`src/rtl/glyph_row_fetch_if.sv`:
```
// Bundle of the glyph row fetcher's request, font ROM and pixel stream signals.
//
// Handshakes: a transfer happens on a rising clock edge where both valid and
// ready are high. Once a source raises valid it keeps valid and its payload
// stable until that transfer. The sink may move ready freely, and ready may
// depend on valid.
interface glyph_row_fetch_if #(
  parameter int DATA_W = 8
);
  logic              req_valid;
  logic              req_ready;
  logic [3:0]        req_glyph;
  logic [4:0]        req_row;
  logic              rom_rd;
  logic [12:0]       rom_addr;
  logic [DATA_W-1:0] rom_data;
  logic              pix_valid;
  logic              pix_ready;
  logic [DATA_W-1:0] pix_data;
  logic              pix_last;
  logic              busy;
  logic [1:0]        dbg_state;

  // View seen by the fetcher itself.
  modport slave (
    input  req_valid, req_glyph, req_row, rom_data, pix_ready,
    output req_ready, rom_rd, rom_addr, pix_valid, pix_data, pix_last,
           busy, dbg_state
  );

  // View seen by the surrounding logic: glyph select, ROM and serializer.
  modport master (
    output req_valid, req_glyph, req_row, rom_data, pix_ready,
    input  req_ready, rom_rd, rom_addr, pix_valid, pix_data, pix_last,
           busy, dbg_state
  );
endinterface

```
`src/rtl/glyph_row_fetch.sv`:
```
// Fetches one 16-word glyph row from the font ROM into a local buffer, then
// streams the buffered row to the pixel serializer.
module glyph_row_fetch #(
  parameter int ROM_LATENCY = 2,
  parameter int DATA_W      = 8
) (
  input  logic               clk_50MHz,
  input  logic               reset_n,
  glyph_row_fetch_if.slave   bus
);

  typedef enum logic [1:0] {
    S_IDLE  = 2'd0,
    S_FETCH = 2'd1,
    S_WAIT  = 2'd2,
    S_DRAIN = 2'd3
  } state_t;

  state_t r_state;
  state_t w_state_nxt;

  // Glyph and row are latched into the upper address bits at acceptance; only
  // the low nibble (the column) advances during a fetch.
  logic              r_rom_rd;
  logic [12:0]       r_rom_addr;

  // Tag pipeline follows each strobe through the ROM latency.
  logic [ROM_LATENCY-1:0] r_tag_vld;
  logic [3:0]             r_tag_col [ROM_LATENCY];

  logic [DATA_W-1:0] r_buf [16];

  logic              r_pix_valid;
  logic [DATA_W-1:0] r_pix_data;
  logic              r_pix_last;
  logic [3:0]        r_pix_idx;

  logic              w_accept;
  logic              w_cap;
  logic [3:0]        w_cap_col;
  logic              w_cap_last;
  logic [3:0]        w_idx_nxt;

  assign w_cap      = r_tag_vld[ROM_LATENCY-1];
  assign w_cap_col  = r_tag_col[ROM_LATENCY-1];
  assign w_cap_last = w_cap && (w_cap_col == 4'hF);
  assign w_idx_nxt  = r_pix_idx + 4'd1;

  // State register.
  always_ff @(posedge clk_50MHz or negedge reset_n) begin
    if (!reset_n) begin
      r_state <= S_IDLE;
    end else begin
      r_state <= w_state_nxt;
    end
  end

  // Next-state decode and request acceptance.
  always_comb begin
    w_state_nxt = r_state;
    w_accept    = 1'b0;
    case (r_state)
      S_IDLE: begin
        if (bus.req_valid) begin
          w_accept    = 1'b1;
          w_state_nxt = S_FETCH;
        end
      end
      S_FETCH: begin
        if (r_rom_addr[3:0] == 4'hF) begin
          w_state_nxt = S_WAIT;
        end
      end
      S_WAIT: begin
        if (w_cap_last) begin
          w_state_nxt = S_DRAIN;
        end
      end
      S_DRAIN: begin
        if (bus.pix_ready && (r_pix_idx == 4'hF)) begin
          w_state_nxt = S_IDLE;
        end
      end
      default: w_state_nxt = S_IDLE;
    endcase
  end

  // ROM strobe/address generation and the pixel output register.
  always_ff @(posedge clk_50MHz or negedge reset_n) begin
    if (!reset_n) begin
      r_rom_rd    <= 1'b0;
      r_rom_addr  <= '0;
      r_pix_valid <= 1'b0;
      r_pix_data  <= '0;
      r_pix_last  <= 1'b0;
      r_pix_idx   <= '0;
    end else begin
      case (r_state)
        S_IDLE: begin
          if (w_accept) begin
            r_rom_rd   <= 1'b1;
            r_rom_addr <= {bus.req_glyph, bus.req_row, 4'h0};
          end
        end
        S_FETCH: begin
          if (r_rom_addr[3:0] == 4'hF) begin
            r_rom_rd <= 1'b0;
          end else begin
            r_rom_addr[3:0] <= r_rom_addr[3:0] + 4'd1;
          end
        end
        S_WAIT: begin
          // Word 0 was captured long ago; present it as the last word lands.
          if (w_cap_last) begin
            r_pix_valid <= 1'b1;
            r_pix_data  <= r_buf[0];
            r_pix_last  <= 1'b0;
            r_pix_idx   <= 4'd0;
          end
        end
        S_DRAIN: begin
          if (bus.pix_ready) begin
            if (r_pix_idx == 4'hF) begin
              r_pix_valid <= 1'b0;
              r_pix_data  <= '0;
              r_pix_last  <= 1'b0;
            end else begin
              r_pix_idx  <= w_idx_nxt;
              r_pix_data <= r_buf[w_idx_nxt];
              r_pix_last <= (w_idx_nxt == 4'hF);
            end
          end
        end
        default: begin
          r_rom_rd    <= 1'b0;
          r_pix_valid <= 1'b0;
        end
      endcase
    end
  end

  // Shift (strobe, col) tags so each returning ROM word knows its column.
  always_ff @(posedge clk_50MHz or negedge reset_n) begin
    if (!reset_n) begin
      for (int i = 0; i < ROM_LATENCY; i++) begin
        r_tag_vld[i] <= 1'b0;
        r_tag_col[i] <= 4'h0;
      end
    end else begin
      r_tag_vld[0] <= r_rom_rd;
      r_tag_col[0] <= r_rom_addr[3:0];
      for (int i = 1; i < ROM_LATENCY; i++) begin
        r_tag_vld[i] <= r_tag_vld[i-1];
        r_tag_col[i] <= r_tag_col[i-1];
      end
    end
  end

  // Row buffer write; contents are irrelevant after reset, so no reset here.
  always_ff @(posedge clk_50MHz) begin
    if (w_cap) begin
      r_buf[w_cap_col] <= bus.rom_data;
    end
  end

  assign bus.req_ready = (r_state == S_IDLE);
  assign bus.busy      = (r_state != S_IDLE);
  assign bus.dbg_state = r_state;
  assign bus.rom_rd    = r_rom_rd;
  assign bus.rom_addr  = r_rom_addr;
  assign bus.pix_valid = r_pix_valid;
  assign bus.pix_data  = r_pix_data;
  assign bus.pix_last  = r_pix_last;

endmodule

```
`src/flat_wrapper.sv`:
```
// flat-port wrapper written by rule: the top's interface ports become plain ports
module glyph_row_fetch_flat 
#(
  parameter int ROM_LATENCY = 2,
  parameter int DATA_W      = 8
)
  (clk_50MHz, reset_n, bus_req_valid, bus_req_glyph, bus_req_row, bus_rom_data, bus_pix_ready, bus_req_ready, bus_rom_rd, bus_rom_addr, bus_pix_valid, bus_pix_data, bus_pix_last, bus_busy, bus_dbg_state);
  glyph_row_fetch_if #(.DATA_W(DATA_W)) bus_i ();
  input  logic clk_50MHz;
  input  logic reset_n;
  input wire logic [$bits(bus_i.req_valid)-1:0] bus_req_valid;
  input wire logic [$bits(bus_i.req_glyph)-1:0] bus_req_glyph;
  input wire logic [$bits(bus_i.req_row)-1:0] bus_req_row;
  input wire logic [$bits(bus_i.rom_data)-1:0] bus_rom_data;
  input wire logic [$bits(bus_i.pix_ready)-1:0] bus_pix_ready;
  output wire logic [$bits(bus_i.req_ready)-1:0] bus_req_ready;
  output wire logic [$bits(bus_i.rom_rd)-1:0] bus_rom_rd;
  output wire logic [$bits(bus_i.rom_addr)-1:0] bus_rom_addr;
  output wire logic [$bits(bus_i.pix_valid)-1:0] bus_pix_valid;
  output wire logic [$bits(bus_i.pix_data)-1:0] bus_pix_data;
  output wire logic [$bits(bus_i.pix_last)-1:0] bus_pix_last;
  output wire logic [$bits(bus_i.busy)-1:0] bus_busy;
  output wire logic [$bits(bus_i.dbg_state)-1:0] bus_dbg_state;
  assign bus_i.req_valid = bus_req_valid;
  assign bus_i.req_glyph = bus_req_glyph;
  assign bus_i.req_row = bus_req_row;
  assign bus_i.rom_data = bus_rom_data;
  assign bus_i.pix_ready = bus_pix_ready;
  assign bus_req_ready = bus_i.req_ready;
  assign bus_rom_rd = bus_i.rom_rd;
  assign bus_rom_addr = bus_i.rom_addr;
  assign bus_pix_valid = bus_i.pix_valid;
  assign bus_pix_data = bus_i.pix_data;
  assign bus_pix_last = bus_i.pix_last;
  assign bus_busy = bus_i.busy;
  assign bus_dbg_state = bus_i.dbg_state;
  glyph_row_fetch #(.ROM_LATENCY(ROM_LATENCY), .DATA_W(DATA_W)) u_core (.clk_50MHz(clk_50MHz), .reset_n(reset_n), .bus(bus_i));
endmodule
```
`config.mk`:
```
export PLATFORM = sky130hd
export DESIGN_NAME = glyph_row_fetch_flat
export DESIGN_NICKNAME = d
export VERILOG_FILES = /design/src/rtl/glyph_row_fetch_if.sv /design/src/rtl/glyph_row_fetch.sv /design/src/flat_wrapper.sv
export SDC_FILE = /design/constraint.sdc
export NUM_CORES = 1
export LEC_CHECK = 0
export ABC_CLOCK_PERIOD_IN_PS = 2200
export CAP_MARGIN = 20
export CORE_MARGIN = 4
export CORE_UTILIZATION = 53
export DETAILED_ROUTE_END_ITERATION = 8
export PLACE_DENSITY = 0.76
export SLEW_MARGIN = 20
export SYNTH_ARGS = -nofsm -noshare
export SYNTH_HDL_FRONTEND = slang
export SYNTH_SLANG_ARGS = --single-unit
export TNS_END_PERCENT = 30
```
`constraint.sdc`:
```
create_clock -name clk_50MHz -period 2.2 [get_ports clk_50MHz]
set_input_delay 0.44 -clock clk_50MHz [delete_from_list [all_inputs] [get_ports clk_50MHz]]
set_output_delay 0.44 -clock clk_50MHz [all_outputs]
set_load 0.05 [all_outputs]
```
==> impl_summary.log <==
INFO  metric worst_skew_pair.late_latency = ~0.43 ns
INFO  metric arrival = approximately 1.7 ns
INFO  metric finalCriticalPeriod = approximately 2.1 ns
INFO  metric timing.critical_path.from_type = flip-flop
INFO  metric syn-cell-area = slightly below 7000 sq um
INFO  metric post_synth_inst_count = about 440
INFO  metric boundaryPins = a little under 50
INFO  metric critical_path_buf_inv_count = 1
INFO  metric netlist-cell-type-count = 45
INFO  metric drt_first_pass_iters = 5
INFO  metric worst_ep_required_time = between 1.5 and 2 ns
INFO  metric relSlewSlack = 0.467
INFO  metric buffer_ports.inserted = between 40 and 50
INFO  metric rrSetupSlack = around 0.067 ns
INFO  metric groute.usage.overall = 0.229
INFO  metric synth_seq_area_share = 0.704
INFO  metric drtAntennaViolNets = 0
INFO  metric cts_setup_buffers = 0
INFO  metric gr-total-overflow = 0
INFO  metric yosysMostFrequentCell = sky130_fd_sc_hd__edfxtp_1
INFO  metric setup.worst_path.class = flip-flop to output port
INFO  metric maximum_level_of_the_cts_h_tree = 4
INFO  metric design.final.nets = ~560
INFO  metric syn_to_final_growth = 22.2%
INFO  metric std_cell_rows = between 40 and 50
INFO  metric cts_root_buf = sky130_fd_sc_hd__clkbuf_16
INFO  metric global_route_wire_length_before_repair = between 20 and 25 mm
INFO  metric floorplan.die_area = 14900 sq um
INFO  metric f_max = 469 MHz
INFO  metric crit_path_max_incr_delay = about 0.84 ns
INFO  metric syn_area_per_cell = 15.5 sq um
INFO  metric status = complete, no violations
INFO  metric tritoncts_sink_count = 168
INFO  metric dp_hpwl = 10.5 mm
INFO  metric synth_top_area_share = 0.559
INFO  metric floorplan.initialDensity = 0.543
INFO  metric route.detailed.vias_per_inst = 6.05
INFO  metric finalClockSkew = 0.00712 ns
INFO  metric utilization = 0.664
INFO  metric final.period_utilization = 0.969
INFO  metric synth.largest_area_cell = sky130_fd_sc_hd__edfxtp_1
INFO  metric timing_hold_violations_final = 0
INFO  metric crit_path_end_kind = output port
INFO  metric layout.filler_cells = 900
INFO  metric highest_ir_drop_seen_on_vdd = about 0.52 mV
INFO  metric timing.max_cap.violations = 0
INFO  metric yosys_most_used_dff = sky130_fd_sc_hd__edfxtp_1
INFO  metric cts_buffers = 17
INFO  metric cpLargestDelayFamily = buffers and inverters
INFO  metric die-width = roughly 120 microns
INFO  metric initial_antenna_violation_count = 0
INFO  metric tightestPinTransition = between 0.7 and 0.8 ns
INFO  metric drt-wirelength-per-cell = 22.6 microns
INFO  metric grt_start_max_net_pins = 62
INFO  metric slew_violations = 0
INFO  metric power.total = between 0.006 and 0.007 W
INFO  metric gpl.final_weighted_congestion = just over 1
INFO  metric cts_tree = done
INFO  metric crit_path_max_fanout = 5
INFO  metric synth-async-reset-ratio = 0.238
INFO  metric grt_pass1_vias = 4452
INFO  metric routed_wirelength = 16.2 mm
INFO  metric setup_violations = 0
INFO  metric number_of_antenna_cells_inserted = 0
INFO  metric synth_edf_count = between 100 and 150
INFO  metric worst_path_max_delay_cell = sky130_fd_sc_hd__clkdlybuf4s50_1
INFO  metric final_layout_size_suffix_gt1_frac = 0.225
INFO  metric clk_pin_slew = roughly 0.060 ns
INFO  metric regToRegStartpoint = u_core.r_pix_idx[0]
INFO  metric synth_nets = around 470
INFO  metric synth_top_cells_by_area = sky130_fd_sc_hd__edfxtp_1 56%, sky130_fd_sc_hd__dfrtp_1 15%, sky130_fd_sc_hd__mux2_2 7.0%, sky130_fd_sc_hd__mux2i_1 3.9%, sky130_fd_sc_hd__a22o_1 1.5%
INFO  metric synth.top_cells.by_count = 128 x sky130_fd_sc_hd__edfxtp_1, 43 x sky130_fd_sc_hd__mux2_2, 40 x sky130_fd_sc_hd__dfrtp_1
INFO  metric regToRegEndpoint = u_core.bus.pix_data[7]
INFO  metric min_path_type = input pin to async pin
INFO  metric synth_seq_cells = roughly 170
INFO  metric power.density_cell_area = between 700 and 800 nW/um^2
INFO  metric drc_errors = 0
INFO  metric vias = between 4000 and 5000
INFO  metric r2r.worst_path.cells = 7
INFO  metric coreArea = between 10000 and 15000 sq um
INFO  metric synth.yosys.warnings = 0
INFO  metric power_leakage = a little under 3 nW
INFO  metric critical_path.cell_chain = clkdlybuf4s50_1
INFO  metric drt_first_iter_violations = approximately 520
INFO  metric cts.path.max_buffers = 2
INFO  metric grt_setup_unrepaired = true
INFO  metric chipHeight = between 100 and 150 microns
[stage by stage]
stage | area (sq um) | TNS, ns | instances | hold slack (ns) | setup WS [ns]
final | 8410 | 0 | 714 | 0.0972 | 0.0673
after global placement | 7770 | 0 | 681 | 0.333 | 0.0794
after floorplan | 6910 | -0.0900 | 443 | 0.144 | -0.0180
after detailed placement | 7770 | -0.0878 | 681 | 0.335 | -0.0721
after global routing | 8410 | -0.0485 | 714 | 0.147 | -0.0157
after CTS | 8360 | 0 | 713 | 0.112 | 0.0225
[cells by family (layout without fill, tap and decap cells)]
kind of cell	after synthesis	after routing	share of synthesized area
buf+inv	27	126	0.0182
fa+ha+maj	7	7	0.0127
flops	168	168	0.704
mux	70	70	0.110
compound gates	83	83	0.0858
simple gates	85	85	0.0644
xor+xnor	3	3	0.00491
[where the power goes]
part | total, W | leakage (nW) | internal (W) | switching (W)
combinational | 0.0000930 | 1.08 | 0.0000326 | 0.0000603
sequential | 0.00342 | 1.62 | 0.00342 | 0
clock | 0.00293 | 0.281 | 0.00177 | 0.00116
total | 0.00644 | 2.98 | 0.00522 | 0.00122
[placed cells by master, fill, tap and decap left out, types with 2 or more instances in the layout]
| master | n |
|---|---|
| sky130_fd_sc_hd__edfxtp_1 | 128 |
| sky130_fd_sc_hd__mux2_2 | 43 |
| sky130_fd_sc_hd__clkdlybuf4s50_1 | 41 |
| sky130_fd_sc_hd__dfrtp_1 | 39 |
| sky130_fd_sc_hd__buf_4 | 36 |
| sky130_fd_sc_hd__mux2i_1 | 27 |
| sky130_fd_sc_hd__nor2_1 | 25 |
| sky130_fd_sc_hd__clkbuf_16 | 18 |
| sky130_fd_sc_hd__o22ai_1 | 16 |
| sky130_fd_sc_hd__nor2b_1 | 15 |
| sky130_fd_sc_hd__nor3_1 | 14 |
| sky130_fd_sc_hd__a21oi_1 | 14 |
| sky130_fd_sc_hd__a22o_1 | 12 |
| sky130_fd_sc_hd__o21ai_0 | 11 |
| sky130_fd_sc_hd__inv_1 | 9 |
| sky130_fd_sc_hd__nand3_1 | 8 |
| sky130_fd_sc_hd__nand2_1 | 6 |
| sky130_fd_sc_hd__a2111oi_0 | 6 |
| sky130_fd_sc_hd__a2111o_1 | 6 |
| sky130_fd_sc_hd__a211oi_1 | 5 |
| sky130_fd_sc_hd__ha_1 | 5 |
| sky130_fd_sc_hd__nand2b_1 | 4 |
| sky130_fd_sc_hd__clkinv_2 | 4 |
| sky130_fd_sc_hd__nand3b_1 | 3 |
| sky130_fd_sc_hd__nand4_1 | 3 |
| sky130_fd_sc_hd__bufinv_16 | 3 |
| sky130_fd_sc_hd__clkinvlp_4 | 3 |
| sky130_fd_sc_hd__dlymetal6s2s_1 | 3 |
| sky130_fd_sc_hd__a31oi_1 | 2 |
| sky130_fd_sc_hd__o32ai_1 | 2 |
| sky130_fd_sc_hd__a211o_1 | 2 |
| sky130_fd_sc_hd__clkinv_1 | 2 |
| sky130_fd_sc_hd__clkinv_4 | 2 |
[sequential cells by signal (all words and copies together) (netlist names)]
register,cells
u_core.r_buf,128
u_core.bus.rom_addr,13
u_core.bus.pix_data,8
u_core.r_pix_idx,4
u_core.r_tag_col,4
u_core.w_cap_col,4
u_core.bus.dbg_state,2
u_core.r_tag_vld,2
u_core.bus.pix_last,1
u_core.bus.pix_valid,1
u_core.bus.rom_rd,1
[repair_timing]
item / CTS / global route
setup endpoints to repair: 1 / 7
gates cloned: 0 / 1
resized for setup: 1 / 6
hold buffers: 0 / 0
pin swaps: 0 / 0
hold endpoints to repair: 0 / 0
[routing by layer]
metal,wire length (microns),GRT usage,vias to the layer above
met5,0,0,-
met4,667,0.115,0
met3,1400,0.0641,53
met2,7840,0.369,255
met1,6260,0.286,2119
li1,-,-,1895
[layout make-up]
cell class              instances  area [sq um]  area share
clock buffers                  18           429      0.0510
clock inverters                14           158      0.0187
inverters                      10          37.5     0.00446
multi-input cells             248          1940       0.231
flip-flops and latches        168          4850       0.576
well taps                     172           215      0.0256
repair buffers                 84           785      0.0933
[worst max-delay path by stage]
stage,start,end,slack (ns),cells past startpoint
after global placement,bus_pix_ready,u_core.bus.pix_data[4],0.08,6
after CTS,u_core.bus.rom_addr[2],bus_rom_addr[2],0.02,1
after floorplan,u_core.r_pix_idx[0],u_core.bus.pix_data[0],-0.02,11
after global routing,u_core.r_pix_idx[0],u_core.bus.pix_data[1],-0.02,6
final,u_core.bus.dbg_state[1],bus_dbg_state[1],0.07,1
after detailed placement,bus_pix_ready,u_core.bus.pix_data[3],-0.07,6
Power figures use the tool's default switching activity.
